### src/rtl/hilo_unit.sv
// HI/LO register unit and sequencer for the iterative divider.
// Handles MULT/MTHI/MTLO in one cycle and stalls EX while a DIV runs.
module hilo_unit (
    input  logic        clk,
    input  logic        rst,
    input  logic        ex_div,
    input  logic        ex_mult,
    input  logic        ex_sign,
    input  logic [31:0] ex_op_a,
    input  logic [31:0] ex_op_b,
    input  logic        ex_mthi,
    input  logic        ex_mtlo,
    input  logic [31:0] ex_wdata,
    input  logic        flush,
    output logic        stall,
    output logic [31:0] hi,
    output logic [31:0] lo,
    output logic        div_fg,
    output logic        div_sg,
    output logic [31:0] div_a,
    output logic [31:0] div_b,
    output logic        div_wrp,
    input  logic        div_fin,
    input  logic [63:0] div_out
);

    typedef enum logic [1:0] {
        S_IDLE,
        S_WAIT,
        S_DONE,
        S_DRAIN
    } state_t;

    state_t      state_q, state_d;
    logic [1:0]  dc_q, dc_d;
    logic [31:0] hi_q, hi_d;
    logic [31:0] lo_q, lo_d;
    logic [31:0] div_a_q, div_a_d;
    logic [31:0] div_b_q, div_b_d;
    logic        div_fg_q, div_fg_d;
    logic        div_sg_q, div_sg_d;
    logic [63:0] ext_a, ext_b, prod;

    always_comb begin
        ext_a = ex_sign ? {{32{ex_op_a[31]}}, ex_op_a} : {32'b0, ex_op_a};
        ext_b = ex_sign ? {{32{ex_op_b[31]}}, ex_op_b} : {32'b0, ex_op_b};
        // Low 64 bits of the extended product are exact for both signednesses.
        prod  = ext_a * ext_b;

        state_d  = state_q;
        dc_d     = dc_q;
        hi_d     = hi_q;
        lo_d     = lo_q;
        div_a_d  = div_a_q;
        div_b_d  = div_b_q;
        div_fg_d = div_fg_q;
        div_sg_d = div_sg_q;

        unique case (state_q)
            S_IDLE: begin
                if (flush) begin
                    state_d = S_IDLE;
                end else if (ex_div) begin
                    div_a_d  = ex_op_a;
                    div_b_d  = ex_op_b;
                    div_sg_d = ex_sign;
                    div_fg_d = 1'b1;
                    state_d  = S_WAIT;
                end else if (ex_mult) begin
                    hi_d = prod[63:32];
                    lo_d = prod[31:0];
                end else begin
                    if (ex_mthi) hi_d = ex_wdata;
                    if (ex_mtlo) lo_d = ex_wdata;
                end
            end
            S_WAIT: begin
                if (flush) begin
                    div_fg_d = 1'b0;
                    dc_d     = 2'd2;
                    state_d  = S_DRAIN;
                end else if (div_fin) begin
                    hi_d     = div_out[63:32];
                    lo_d     = div_out[31:0];
                    div_fg_d = 1'b0;
                    state_d  = S_DONE;
                end
            end
            S_DONE: begin
                state_d = S_IDLE;
            end
            S_DRAIN: begin
                // Holds abort until the divider is out of its zero/result states.
                if (dc_q <= 2'd1) begin
                    dc_d    = 2'd0;
                    state_d = S_IDLE;
                end else begin
                    dc_d = dc_q - 2'd1;
                end
            end
            default: begin
                state_d = S_IDLE;
            end
        endcase
    end

    always_ff @(posedge clk or posedge rst) begin
        if (rst) begin
            state_q  <= S_IDLE;
            dc_q     <= 2'd0;
            hi_q     <= 32'd0;
            lo_q     <= 32'd0;
            div_a_q  <= 32'd0;
            div_b_q  <= 32'd0;
            div_fg_q <= 1'b0;
            div_sg_q <= 1'b0;
        end else begin
            state_q  <= state_d;
            dc_q     <= dc_d;
            hi_q     <= hi_d;
            lo_q     <= lo_d;
            div_a_q  <= div_a_d;
            div_b_q  <= div_b_d;
            div_fg_q <= div_fg_d;
            div_sg_q <= div_sg_d;
        end
    end

    assign stall   = ((state_q == S_IDLE) && ex_div && !flush)
                   || (state_q == S_WAIT);
    assign div_wrp = flush || (state_q == S_DRAIN);
    assign hi      = hi_q;
    assign lo      = lo_q;
    assign div_fg  = div_fg_q;
    assign div_sg  = div_sg_q;
    assign div_a   = div_a_q;
    assign div_b   = div_b_q;

endmodule

### config.mk
export PLATFORM = sky130hd
export DESIGN_NAME = hilo_unit
export DESIGN_NICKNAME = d
export VERILOG_FILES = /design/src/rtl/hilo_unit.sv
export SDC_FILE = /design/constraint.sdc
export NUM_CORES = 2
export LEC_CHECK = 0
export BUFFER_PORTS_ARGS = -buffer_cell sky130_fd_sc_hd__buf_2
export CORE_MARGIN = 2
export CORE_UTILIZATION = 60
export CTS_BUF_LIST = sky130_fd_sc_hd__clkbuf_8
export DETAILED_ROUTE_END_ITERATION = 8
export PLACE_DENSITY = 0.82
export SLEW_MARGIN = 5
export SYNTH_ARGS = -nofsm -noshare
export SYNTH_HDL_FRONTEND = slang
export SYNTH_SLANG_ARGS = --single-unit
### constraint.sdc
create_clock -name clk -period 4.5 [get_ports clk]
set_input_delay 0.45 -clock clk [delete_from_list [all_inputs] [get_ports clk]]
set_output_delay 0.45 -clock clk [all_outputs]
set_load 0.01 [all_outputs]
# After elaboration in Yosys (flattened, before gate mapping)
# Index checks and enable logic that the tools add are counted.
[word_totals]
register_bits = 134
latch_bits = 0
mem_bits_rw = 0
romBits = 0
input_bits = 169
output_inout_bits = 132
word_cells = 70
n_memories = 0
[op_classes]
addsub = 1
mul = 1
n_div = 0
order_cmp = 1
n_eq_ne = 14
shifts = 0
mux = 30
n_bitwise = 1
n_reduce_logical = 14
[ops]
columns = ["operator", "n"]
rows = [
  ["$mux W32", 12],
  ["$mux W64", 2],
  ["$pmux W32 S2", 2],
  ["$mul A64 B64 Y64", 1],
  ["$mux W2", 7],
  ["$ne A2 B2 Y1 const B", 7],
  ["$ne A3 B3 Y1 const B", 4],
  ["$reduce_and A6 Y1", 2],
  ["$pmux W2 S4", 1],
  ["$reduce_and A3 Y1", 2],
  ["$eq A2 B2 Y1 const B", 2],
  ["$mux W1", 4],
  ["$pmux W2 S2", 1],
  ["$reduce_and A4 Y1", 1],
  ["$reduce_bool A2 Y1", 2],
  ["$eq A2 B1 Y1 const B", 1],
  ["$le A2 B1 Y1 const B", 1],
  ["$logic_and A1 B1 Y1", 2],
  ["$logic_not A2 Y1", 1],
  ["$logic_or A1 B1 Y1", 2],
  ["$pmux W1 S2", 1],
  ["$reduce_and A2 Y1", 1],
  ["$sub A2 B1 Y2 const B", 1],
  ["$logic_not A1 Y1", 1],
  ["$not A1 Y1", 1],
]

# Logic depth before layout (Yosys ltp)
[logic_depth]
ltp_word = 6
mapped_depth = 35
ltp_nobuf = 32

# Worst setup path before layout
# Ideal clock, no wire load.
[synth_path]
path_kind = "input to register"
from = "input port ex_sign"
to = "register hi_q[28] (netlist: hi[28])"
setup_ns = 0.126
t_arrival_ns = 8.933
t_required_ns = 4.374
slack_ns = -4.559
cell_stages = 30
path_buffers = 2
cell_sequence = "and2_1 -> clkbuf_1 -> clkbuf_1 -> nand2_1 -> fa_1 -> inv_1 -> fa_1 -> fa_1 -> inv_1 -> fa_1 -> inv_1 -> fa_1 -> fa_1 -> fa_1 -> fa_1 -> fa_1 -> inv_1 -> fa_1 -> inv_1 -> ha_1 -> a21oi_1 -> o21ai_0 -> a21o_1 -> a41o_1 -> o31a_1 -> o31a_1 -> a211o_1 -> a41oi_2 -> mux2i_1 -> nor3_2"
[synth_between]
elab_chain_len = 6
elab_cells_between_ends = 7
classes_between = "1 x mul; 6 x mux"
[synth_rtl]
columns = ["item", "line_no", "text"]
rows = [
  ["from (decl)", "8", "input logic ex_sign,"],
  ["$mux W64 (on tied branches)", "45, 46", ""],
  ["$mul A64 B64 Y64 *", "48", "prod = ext_a * ext_b;"],
  ["$mux W32 *", "69", "end else if (ex_mult) begin"],
  ["$mux W32 *", "63", "end else if (ex_div) begin"],
  ["$mux W32 *", "61", "if (flush) begin"],
  ["$pmux W32 S2 *", "59", "unique case (state_q)"],
  ["to (signal assigned)", "120", "hi_q <= hi_d;"],
  ["to (decl)", "36", "logic [31:0] hi_q, hi_d;"],
]
# Mark *: on every way between the ends. The rest lies on a longest branch, timed or not. The select of a mux whose other input is x is not followed.
# A chain may end at the register's enable or synchronous reset.

# Worst setup path after layout
[layout_path]
from = "input port ex_op_b[24]"
to = "register hi_q[19] (netlist: hi[19])"
[layout_between]
elab_chain_len = 6
[layout_rtl]
columns = ["item", "line_no", "text"]
rows = [
  ["from (decl)", "10", "input logic [31:0] ex_op_b,"],
  ["$mux W64", "46", "ext_b = ex_sign ? {{32{ex_op_b[31]}}, ex_op_b} : {32'b0, ex_op_b};"],
  ["$mul A64 B64 Y64", "48", ""],
  ["$mux W32", "69", ""],
  ["$mux W32", "63", ""],
  ["$mux W32", "61", ""],
  ["$pmux W32 S2", "59", ""],
]
# No other way between the ends. The select of a mux whose other input is x is not followed.

==> run_results.csv <==
group,metric,value,unit
yosys,yosys.area_share.adder,0.599,
hold_path,min_path_type,"in -> reg",
place,post-dp-hpwl,145000,µm
sta,max_freq,116,MHz
place,placed_cells,7536,
drt,firstDrtPassIters,8,
die,start_util,0.608,
setup_path,worstPathRequired,5.02,ns
clock_network,numClockSinks,134,
outcome,status,"finished with violations",
yosys,synthSimpleGateAreaFrac,0.132,
sta,rsz0062_at_grt,"true",
clock_network,cts_tree,"done",
sta,relSlewSlack,0.306,
drt,drtAntennaViolNets,0,
setup_path,worst_path_most_repeated_cell,"fa_1",
global_route,grt_usage,0.412,
drt,wirelength,200000,µm
die,io_pins,301,
clock_network,clock_latency,0.66,ns
sta,worstMarginPinSlew,1.03,ns
die,core,88600,µm²
yosys,synth_ff_type,"dfrtp_1",
outcome,failed_checks,"setup timing",
place,gp_routability_congestion,1.01,
setup_path,critPathMaxStageDelay,0.58,ns
drt,drcViolationCount,0,
global_route,antenna_found_initial,17,
global_route,grt_pass1_vias,50900,
drt,drt_iter0_drc,4604,
cells_and_area,fin_nets,8414,
sta,fin_ws,-4.10,ns
place,portBuffers,300,
setup_path,cp-end-kind,"flop",
sta,hold_viol,0,
global_route,grt_pass1_wl,286000,µm
yosys,syn-num-nets,7570,
cells_and_area,final_area,67600,µm²
place,placed_cell_area,62300,µm²
yosys,synth-xor-area-share,0.0190,
cells_and_area,stdcell_count,7705,
global_route,grt_max_degree,66,
die,die_height,304,µm
run,maxCapViolations,0,
clock_network,htreeDepth,4,
yosys,synth.avg_cell_area,9.50,µm²
drt,vias_per_cell,5.94,
yosys,yosysWarnings,0,
yosys,async_flop_share,1.00,
sta,period_share,1.91,
die,die-area,92200,µm²
yosys,synth-seq-cells,134,
setup_path,cp_slowest_cell,"fa_1",
yosys,synth_compound_area_frac,0.0454,
setup_path,path_class,"in -> reg",
die,rows,109,
clock_network,clk_pin_slew,0.11,ns
setup_path,r2r-start,"state_q[0]$_DFFE_PP0P_",
sta,min_period,8.60,ns
yosys,synth-edff-count,0,
hold_path,hold_start,"div_out[25]",
yosys,seq_area_frac_synth,0.0622,
cells_and_area,fill_cells,5379,
yosys,syn_area,53900,µm²
setup_path,reg2reg_to,"hi[29]$_DFFE_PP0P_",
setup_path,crit_fanout,26,
yosys,synth_top_family_by_area,"adder cells",
sta,finalSetupViolations,58,
drt,wl_per_cell,26.0,µm
cells_and_area,synthToLayoutAreaGrowth,25.4,%
setup_path,arrival,9.12,ns
yosys,syn_inst,5674,
cells_and_area,layout_common_cells,"inv_1, fa_1, buf_4",
cells_and_area,mostFrequentLayoutCell,"inv_1",
setup_path,r2r_slack,1.71,ns
cells_and_area,drive_above_1_share,0.281,
clock_network,cts_buffer_depth,2,
sta,fin_worst_skew,0.0556,ns
drt,vias,45800,
die,dieWidth,304,µm
yosys,synthMuxAreaShare,0.0157,
setup_path,reg2reg_depth,8,
setup_path,start_kind,"input port",
setup_path,crit_start,"ex_op_b[24]",
sta,maxSlewViolCount,0,
yosys,yosysUniqueCellTypes,71,
clock_network,cts_buffers,17,
global_route,overflow,0,
clock_network,cts_root_buf,"clkbuf_8",
setup_path,cp-endpoint,"hi[19]$_DFFE_PP0P_",
-- logic make-up after synthesis --
| kind of cell | Yosys count |
|---|---|
| flops | 134 |
| compound gates | 380 |
| buf+inv | 1808 |
| mux | 76 |
| xor+xnor | 117 |
| simple gates | 1428 |
| fa+ha+maj | 1731 |
-- area by class of cell --
cell class | count | area (µm²) | area share
Tap cell | 1165 | 1460 | 0.0216
Clock inverter | 15 | 230 | 0.00341
Clock buffer | 17 | 234 | 0.00346
Sequential cell | 134 | 3350 | 0.0496
Multi-Input combinational cell | 3732 | 47100 | 0.696
Antenna cell | 9 | 22.5 | 0.000333
Timing Repair Buffer | 1108 | 9480 | 0.140
Inverter | 1525 | 5740 | 0.0849
-- per-layer routing --
| layer | part of all wire | global-route usage | vias up |
|---|---|---|---|
| met1 | 0.31 | 0.447 | 23000 |
| met5 | 0.00076 | 0.00258 | - |
| met3 | 0.11 | 0.0889 | 1495 |
| li1 | - | - | 18000 |
| met4 | 0.12 | 0.336 | 20 |
| met2 | 0.47 | 0.698 | 3246 |
-- flip-flops by register name, summed over array words and instances (netlist names) --
signal   cells
dc_q         2
div_sg       1
hi          32
state_q      2
div_fg       1
div_a       32
lo          32
div_b       32
-- metrics by stage --
stage | hold slack (ns) | setup TNS, ns | setup WS, ns | utilization
global route | 0.129 | -205.78 | -4.33 | 0.762
floorplan | 0.453 | -163.72 | -3.80 | -
detailed placement | 0.467 | -221.43 | -4.49 | 0.703
finish | 0.120 | -193.59 | -4.10 | 0.762
CTS | 0.0677 | -164.67 | -3.50 | 0.748
global placement | 0.458 | -215.01 | -4.34 | 0.703
-- timing repair --
item                       in CTS  in global routing
hold endpoints to repair       43                  0
pin swaps                     316                198
hold buffers                    1                  0
setup buffers                 105                 48
setup endpoints to repair      58                 59
resized for setup             610                261
cloned                          8                  0
-- synthesized netlist by cell type (35+ instances only) --
library cell / instances / area, µm²
inv_1: 1525 / 5720
fa_1: 1419 / 28400
nand2_1: 619 / 2320
and2_1: 576 / 3600
ha_1: 308 / 3850
clkbuf_1: 263 / 987
dfrtp_1: 134 / 3350
a21oi_1: 115 / 576
nor2_1: 93 / 349
xnor2_1: 86 / 753
o21ai_0: 81 / 405
mux2_2: 65 / 732
a21o_1: 35 / 263
-- worst min path at each step --
| stage | end | slack (ns) | depth (start not counted) |
|---|---|---|---|
| floorplan | dc_q[0]$_DFFE_PP0P_ | 0.45 | 1 |
| global placement | hi[0]$_DFFE_PP0P_ | 0.46 | 2 |
| detailed placement | lo[5]$_DFFE_PP0P_ | 0.47 | 2 |
| CTS | hi[1]$_DFFE_PP0P_ | 0.07 | 3 |
| global route | lo[10]$_DFFE_PP0P_ | 0.13 | 3 |
| finish | lo[25]$_DFFE_PP0P_ | 0.12 | 3 |
-- worst max-delay path, delay by kind of cell --
kind | cells | cell delay [ns]
buf+inv | 10 | 1.51
fa+ha+maj | 11 | 5.11
compound gates | 4 | 0.83
simple gates | 5 | 1.24
Power is left out: the tool's default activity adds up to more than one toggle a clock period on the data nets, which glitch-free logic cannot reach.
